--- config.mk ---
export PLATFORM = sky130hd
export DESIGN_NAME = seq_mult
export DESIGN_NICKNAME = d
export VERILOG_FILES = /design/src/rtl/seq_mult_pkg.sv /design/src/rtl/seq_mult.sv
export SDC_FILE = /design/constraint.sdc
export NUM_CORES = 1
export LEC_CHECK = 0
export BUFFER_PORTS_ARGS = -buffer_cell sky130_fd_sc_hd__buf_2
export CAP_MARGIN = 10
export CORE_MARGIN = 2
export CORE_UTILIZATION = 31
export DETAILED_ROUTE_END_ITERATION = 16
export GPL_ROUTABILITY_DRIVEN = 1
export HOLD_SLACK_MARGIN = 0.05
export PLACE_DENSITY = 0.5
export SETUP_SLACK_MARGIN = 0.05
export SLEW_MARGIN = 0
export SYNTH_ARGS = -nofsm -noshare
export SYNTH_HDL_FRONTEND = slang
export SYNTH_SLANG_ARGS = --single-unit
--- constraint.sdc ---
create_clock -name clk -period 3.1 [get_ports clk]
set_clock_uncertainty 0.05 [all_clocks]
set_input_delay 0.62 -clock clk [delete_from_list [all_inputs] [get_ports clk]]
set_output_delay 0.62 -clock clk [all_outputs]
set_load 0.05 [all_outputs]
--- src/rtl/seq_mult_pkg.sv ---
// Shared types for the sequential shift-add multiplier.
package seq_mult_pkg;

  typedef enum logic [2:0] {
    S_IDLE = 3'd0,
    S_LOAD = 3'd1,
    S_OP   = 3'd2,
    S_FIX  = 3'd3,
    S_DONE = 3'd4
  } state_t;

endpackage

--- src/rtl/seq_mult.sv ---
// Sequential W x W multiplier: sign-magnitude pre/post processing around an
// unsigned shift-add core, one multiplier bit per OP cycle.
module seq_mult
  import seq_mult_pkg::*;
#(
  parameter int W = 8
) (
  input  logic           clk,
  input  logic           reset,
  input  logic           start,
  input  logic           signed_mode,
  input  logic [W-1:0]   mcand,
  input  logic [W-1:0]   mplier,
  output logic           ready,
  output logic           done_tick,
  output logic [2*W-1:0] prod
);

  localparam int NW = $clog2(W + 1);
  localparam int PW = 2 * W;

  state_t        state;
  logic [NW-1:0] n;
  logic [PW-1:0] acc;
  logic [W-1:0]  a, b;
  logic          sgn, neg;

  logic [W-1:0]  a_mag, b_mag;
  logic [W:0]    sum;
  logic [PW-1:0] acc_nxt, acc_neg;
  logic [W-1:0]  b_nxt;
  logic [NW-1:0] n_dec;

  // Datapath: the magnitude of the most-negative value fits as unsigned W bits.
  always_comb begin
    a_mag   = (sgn && a[W-1]) ? (~a + W'(1)) : a;
    b_mag   = (sgn && b[W-1]) ? (~b + W'(1)) : b;
    sum     = b[0] ? ({1'b0, acc[PW-1:W]} + {1'b0, a}) : {1'b0, acc[PW-1:W]};
    acc_nxt = {sum, acc[W-1:1]};
    b_nxt   = {acc[0], b[W-1:1]};
    acc_neg = ~acc + PW'(1);
    n_dec   = n - NW'(1);
  end

  always_ff @(posedge clk or negedge reset) begin
    if (!reset) begin
      state     <= S_IDLE;
      n         <= '0;
      acc       <= '0;
      a         <= '0;
      b         <= '0;
      sgn       <= 1'b0;
      neg       <= 1'b0;
      prod      <= '0;
      ready     <= 1'b1;
      done_tick <= 1'b0;
    end else begin
      case (state)
        S_IDLE: if (start) begin
          a     <= mcand;
          b     <= mplier;
          sgn   <= signed_mode;
          ready <= 1'b0;
          state <= S_LOAD;
        end
        S_LOAD: begin
          a     <= a_mag;
          b     <= b_mag;
          neg   <= sgn & (a[W-1] ^ b[W-1]);
          n     <= NW'(W);
          acc   <= '0;
          state <= S_OP;
        end
        S_OP: begin
          acc <= acc_nxt;
          b   <= b_nxt;
          n   <= n_dec;
          if (n_dec == '0) state <= S_FIX;
        end
        S_FIX: begin
          prod      <= neg ? acc_neg : acc;
          done_tick <= 1'b1;
          state     <= S_DONE;
        end
        S_DONE: begin
          done_tick <= 1'b0;
          ready     <= 1'b1;
          state     <= S_IDLE;
        end
        default: begin
          done_tick <= 1'b0;
          ready     <= 1'b1;
          state     <= S_IDLE;
        end
      endcase
    end
  end

endmodule
==> results.tsv, run 1 <==
stage	metric	value	unit
setup_path	worst-setup-path-type	reg2reg	
power_and_ir_drop	p_comb_share	53.1	%
final_layout	multi_input_comb_area	1752	µm²
timing	report.final.slew_viol_count	0	
yosys	synth_area	3352	µm²
floorplanning	io_pins	38	
timing	period_minus_slack	2.230	ns
yosys	synthTopCellsByCount	dfrtp_1 (58), nand2_1 (41), o21ai_0 (33)	
yosys	syn_area_per_cell	9.416	µm²
clock_network	cts_buffers	9	
power_and_ir_drop	power.internal	2.374	mW
floorplanning	die_w	108.0	µm
setup_path	rr_startpoint	acc[8]	
setup_path	reg2reg_to	acc[13]	
clock_network	cts_tree	done	
clock_network	holdBufCountCts	0	
final_layout	fin_nets	426	
timing	fin_crit_sh	71.94	%
yosys	ys_types	51	
clock_network	clockRootBuffer	clkbuf_8	
clock_network	clkSlewWorstSetupHoldPaths	0.07	ns
grt	track_usage	14.79	%
power_and_ir_drop	p_leak	1.748	nW
floorplanning	core_area	10420	µm²
setup_path	end_kind	register	
place	dp_hpwl	5.590	mm
final_layout	fillerInstances	1070	
yosys	synth-main-ff-cell	dfrtp_1	
grt	grt_pass1_wl	13.54	mm
floorplanning	fp-row-count	37	
run_status	status	finished clean	
clock_network	clockBufferDepth	2	
yosys	synth_top_area_share	43.30	%
final_layout	drive_gt1_share	17.17	%
floorplanning	start_util	32.18	%
power_and_ir_drop	switching_share	49.01	%
timing	fmax	448.4	MHz
timing	rsz0062_at_grt	no	
power_and_ir_drop	vdd_drop_max	375.3	µV
setup_path	rr_worst_depth	7	
grt	grt_pass1_vias	2734	
clock_network	cts_resized	0	
timing	hold_viol	0	
setup_path	crit_path_max_incr_delay	0.46	ns
clock_network	htreeDepth	3	
flow_run	maxCapViolCount	0	
drt	routedWlPerCell	14.97	µm
setup_path	cp.required	3.30	ns
yosys	syn_inst	356	
worst_hold_path	hold_path.class	in2async	
yosys	yosysTopAreaCell	dfrtp_1	
timing	tns	0	ns
place	io_buffer_count	37	
grt	grt_overflow	0	
yosys	async_flop_share	100.0	%
place	dpl_cell_area	3682	µm²
clock_network	clock_sinks	59	
drt	drt-pass1-iter-count	4	
yosys	synth_seq_cells	59	
yosys	synthMostInstantiatedCell	dfrtp_1	
yosys	synth_edf_count	0	
place	gp_congestion	0.8629	
timing	worst_pin_slew	1.092	ns
setup_path	cp_cell_sequence	ha_1 -> fa_1 -> a21o_1 -> a221oi_1 -> xnor2_1 -> mux2i_1 -> o21ai_0	
drt	vias	2749	
power_and_ir_drop	power.share.clock	13.4	%
final_layout	utilization	36.96	%
yosys	synthesis.nets	390	
drt	routed_via_density	5.167	
timing	maxSlewHeadroom	26.95	%
grt	antenna_found_initial	0	
drt	drt-total-wl	7.962	mm
yosys	synth_area_leaders	dfrtp_1 (43%), xor2_1 (5.2%), o21ai_0 (4.9%), ha_1 (4.9%), nand2_1 (4.6%)	
setup_path	startpoint_type	register	
setup_path	worstSetupStartpoint	acc[8]	
setup_path	worst-r2r-setup-slack	0.87	ns
clock_network	postCtsSetupBuffers	0	
power_and_ir_drop	totalPowerFinal	4.657	mW
setup_path	crit_path_max_fanout	6	
final_layout	area_growth	14.86	%
yosys	yosysSeqAreaShare	44.08	%
setup_path	cp_slowest_cell	dfrtp_1	
clock_network	worstSkewPairLatency	0.33	ns
final_layout	seqCellArea	1478	µm²
power_and_ir_drop	p_seq_share	33.6	%
final_layout	fin_area	3850	µm²
final_layout	antenna_cells	0	
drt	first_iter_violations	109	
setup_path	worstPathArrival	2.43	ns
timing	finalSetupViolCount	0	
drt	ant_nets	0	
floorplanning	die-area	11660	µm²
grt	grt_max_degree	35	
drt	drc_errors	0	
yosys	yosys_warnings	0	
power_and_ir_drop	cellPowerDensity	1210	nW/µm²
power_and_ir_drop	p_switching	2.282	mW
floorplanning	fp.dieH	108.0	µm
-- worst max-delay path, delay by kind of cell (launching register included) --
family	cells	cell delay (ns)
AO/OA/AOI/OAI	3	0.74
XOR/XNOR	1	0.17
adder cells (fa/ha/maj)	2	0.64
flip-flops	1	0.46
multiplexers	1	0.09
-- worst max path at each step --
| stage | end | slack (ns) |
|---|---|---|
| 3_3_place_gp | n[3] | 0.91 |
| 3_5_place_dp | acc[13] | 0.91 |
| 2_1_floorplan | prod[15] | 1.06 |
| 5_1_grt | n[0] | 0.70 |
| 6_report | acc[13] | 0.87 |
| 4_1_cts | acc[13] | 0.90 |
-- power by group through the flow --
stage	combinational (mW)	clock, mW	sequential [mW]
after floorplan	1.73	0	1.71
after global placement	2.47	0	1.57
after detailed placement	2.48	0	1.57
after CTS	2.49	0.653	1.56
after global routing	2.76	0.683	1.63
final	2.47	0.622	1.56
-- layout by cell type, fill, tap and decap left out, types with 4 or more instances in the layout --
master     n
nand3_1    8
a22o_1     9
a21oi_1   21
a221oi_1   4
ha_1      13
buf_4      6
nand2_1   41
clkbuf_8  10
mux2i_1    5
xor2_1    20
nor2_1    21
nor3_1     8
o22a_1     6
inv_1     13
o31ai_1    6
a31oi_1    5
o21ai_1    7
dfrtp_1   58
buf_2     37
o21ai_0   33
or3_1      8
xnor2_1    4
-- layout make-up --
type                            instances  share of cell area [%]
Tap cell                              136                   4.420
Clock buffer                           10                   3.575
Clock inverter                          5                  0.7800
Sequential cell                        59                   38.38
Timing Repair Buffer                   43                   5.980
Multi-Input combinational cell        265                   45.50
Inverter                               14                   1.365
-- layer usage --
layer  vias up  GRT usage [%]  part of all wire [%]
li1       1364              -                     -
met1      1287          20.20                    50
met2        82          22.69                    43
met3        16          3.858                   5.2
met4         0          5.220                   1.7
met5         -              0                     0
-- logic make-up (layout without fill, tap and decap cells) --
| logic type | count (synthesis) | count (layout) | synth area share [%] |
|---|---|---|---|
| buf+inv | 32 | 72 | 3.658 |
| simple gates | 106 | 106 | 15.42 |
| compound gates | 114 | 114 | 22.96 |
| xor+xnor | 24 | 24 | 6.271 |
| mux | 7 | 7 | 2.165 |
| fa+ha+maj | 14 | 14 | 5.450 |
| flops | 59 | 59 | 44.08 |
-- flip-flops by register name (all words and copies together), names as in the netlist --
signal	cells
acc	16
prod	16
a	8
b	8
n	4
state	3
done_tick	1
neg	1
ready	1
sgn	1
-- stage by stage --
step	hold WS (ns)	std cells	worst slack [ns]
2_1_floorplan	0.2744	356	1.060
3_3_place_gp	0.4080	517	0.9116
3_5_place_dp	0.4149	517	0.9139
4_1_cts	0.2656	532	0.9003
5_1_grt	0.2995	532	0.6974
6_report	0.2611	532	0.8698
Power figures use the tool's default switching activity.
==> inputs of run 2 (changes only) <==
==> constraint.sdc (replaced) <==
create_clock -name clk -period 2.3 [get_ports clk]
set_clock_uncertainty 0.05 [all_clocks]
set_input_delay 0.46 -clock clk [delete_from_list [all_inputs] [get_ports clk]]
set_output_delay 0.46 -clock clk [all_outputs]
set_load 0.05 [all_outputs]
==> run 2 against run 1 <==
  * First-iteration DRC count grew 10%
  * Largest cell class unchanged
  * Sequential cell count is the same
  * Critical path depth shrank 2
  * Critical endpoint is now prod[15]
  * Sequential share of layout area shrank 1.2 points
  * Hold slack gained 0.027 ns
==> results.tsv, run 2 (same netlist as run 1, synthesis figures left out) <==
stage	metric	value	unit
run_status	status	finished clean	
grt	grt_overflow	0	
timing	report.final.slew_viol_count	0	
setup_path	rr_worst_depth	5	
setup_path	worst-r2r-setup-slack	0.22	ns
grt	track_usage	14.94	%
floorplanning	die-area	11660	µm²
worst_hold_path	hold_depth	3	
drt	routedWlPerCell	14.32	µm
drt	vias	2716	
timing	hold_viol	0	
floorplanning	start_util	32.18	%
timing	worst_pin_slew	0.5685	ns
clock_network	clkSlewWorstSetupHoldPaths	0.07	ns
final_layout	antenna_cells	0	
floorplanning	fp-row-count	37	
setup_path	startpoint_type	register	
final_layout	finalNonFillerCells	546	
floorplanning	core_area	10420	µm²
final_layout	layout_commonest_cell	dfrtp_1	
timing	period_minus_slack	2.077	ns
timing	fmax	481.6	MHz
clock_network	clockRootBuffer	clkbuf_8	
setup_path	end_kind	register	
floorplanning	fp.dieH	108.0	µm
final_layout	area_growth	18.66	%
setup_path	cp.required	2.48	ns
setup_path	worstPathArrival	2.26	ns
drt	ant_nets	0	
timing	finalSetupViolCount	0	
setup_path	rr_startpoint	acc[8]	
timing	rsz0062_at_grt	no	
timing	fin_crit_sh	90.29	%
drt	drc_errors	0	
clock_network	clockBufferDepth	2	
power_and_ir_drop	totalPowerFinal	6.429	mW
floorplanning	io_pins	38	
drt	drt-total-wl	7.819	mm
final_layout	reg.largest.list	acc (16), prod (16)	
power_and_ir_drop	vdd_drop_max	548.7	µV
worst_hold_path	whs_endpoint	a[0]	
setup_path	worst-setup-path-type	reg2reg	
timing	tns	0	ns
drt	routed_via_density	4.974	
place	gp_congestion	0.8503	
drt	first_iter_violations	120	
clock_network	cts_buffers	9	
place	place_ws	0.1315	ns
floorplanning	die_w	108.0	µm
place	placed_cells	530	
worst_hold_path	min_from	mcand[0]	
worst_hold_path	hold_path.class	in2reg	
setup_path	crit_path_max_fanout	6	
clock_network	htreeDepth	3	
final_layout	fin_nets	440	
grt	grt_max_degree	42	
drt	drt-pass1-iter-count	4	
clock_network	clock_sinks	59	
timing	maxSlewHeadroom	62.10	%
place	dp_hpwl	5.686	mm
timing	setup_ws	0.2234	ns
clock_network	worstSkewPairLatency	0.34	ns
final_layout	drive_gt1_share	20.24	%
setup_path	reg2reg_to	prod[15]	
clock_network	cts_tree	done	
flow_run	maxCapViolCount	0	
final_layout	utilization	38.19	%
final_layout	mostFrequentLayoutCells	dfrtp_1 (57), nand2_1 (41), buf_2 (37)	
power_and_ir_drop	p_leak	1.821	nW
grt	grt_pass1_vias	2721	
grt	grt_pass1_wl	13.46	mm
power_and_ir_drop	cellPowerDensity	1616	nW/µm²
place	io_buffer_count	37	
grt	antenna_found_initial	0	
==> run 2: worst max path at each step <==
stage	startpoint	end	slack, ns	depth (start not counted)
floorplan	acc[9]	prod[15]	0.26	5
global placement	acc[8]	acc[13]	0.18	7
detailed placement	acc[8]	acc[13]	0.13	7
CTS	acc[8]	acc[13]	0.12	7
global route	acc[8]	acc[13]	0.08	7
finish	acc[8]	prod[15]	0.22	5
==> run 2: layout make-up <==
| cell class | count | area (µm²) |
|---|---|---|
| Fill cell | 1059 | 6439 |
| Clock buffer | 10 | 137.6 |
| Multi-Input combinational cell | 265 | 1758 |
| Inverter | 14 | 52.55 |
| Sequential cell | 59 | 1479 |
| Clock inverter | 5 | 30.03 |
| Tap cell | 136 | 170.2 |
| Timing Repair Buffer | 57 | 350.3 |
==> run 2: power by group <==
| part | internal [mW] | switching [mW] | total [mW] |
|---|---|---|---|
| Clock | 0.408 | 0.434 | 0.842 |
| Sequential | 1.49 | 0.516 | 2.01 |
| Combinational | 1.44 | 2.14 | 3.58 |
| Total | 3.34 | 3.09 | 6.43 |
==> run 2: layer usage <==
layer,track usage [%],vias up,wire [µm]
li1,-,1384,-
met1,19.63,1275,3804
met2,23.76,50,3551
met3,4.702,7,389
met4,4.212,0,74
met5,0,-,0
==> run 2: timing repair <==
item | CTS | global route
setup buffers | 0 | 0
gates resized for setup | 0 | 2
endpoints found under the setup margin | 0 | 2
endpoints found under the hold margin | 18 | 0
hold buffers | 1 | 0
==> run 2: through the flow <==
stage	hold slack [ns]	instance area, µm²
final	0.2877	3978
after global routing	0.2829	3978
after detailed placement	0.3874	3792
after floorplan	0.1144	3352
after global placement	0.3812	3792
after CTS	0.2747	3970
==> run 2: critical path: stages (launching register included) <==
cell and delay (ns):
dfrtp_2 0.45, or4_4 0.54, or4_4 0.45, o41ai_4 0.22
xor2_1 0.17, o21ai_1 0.07
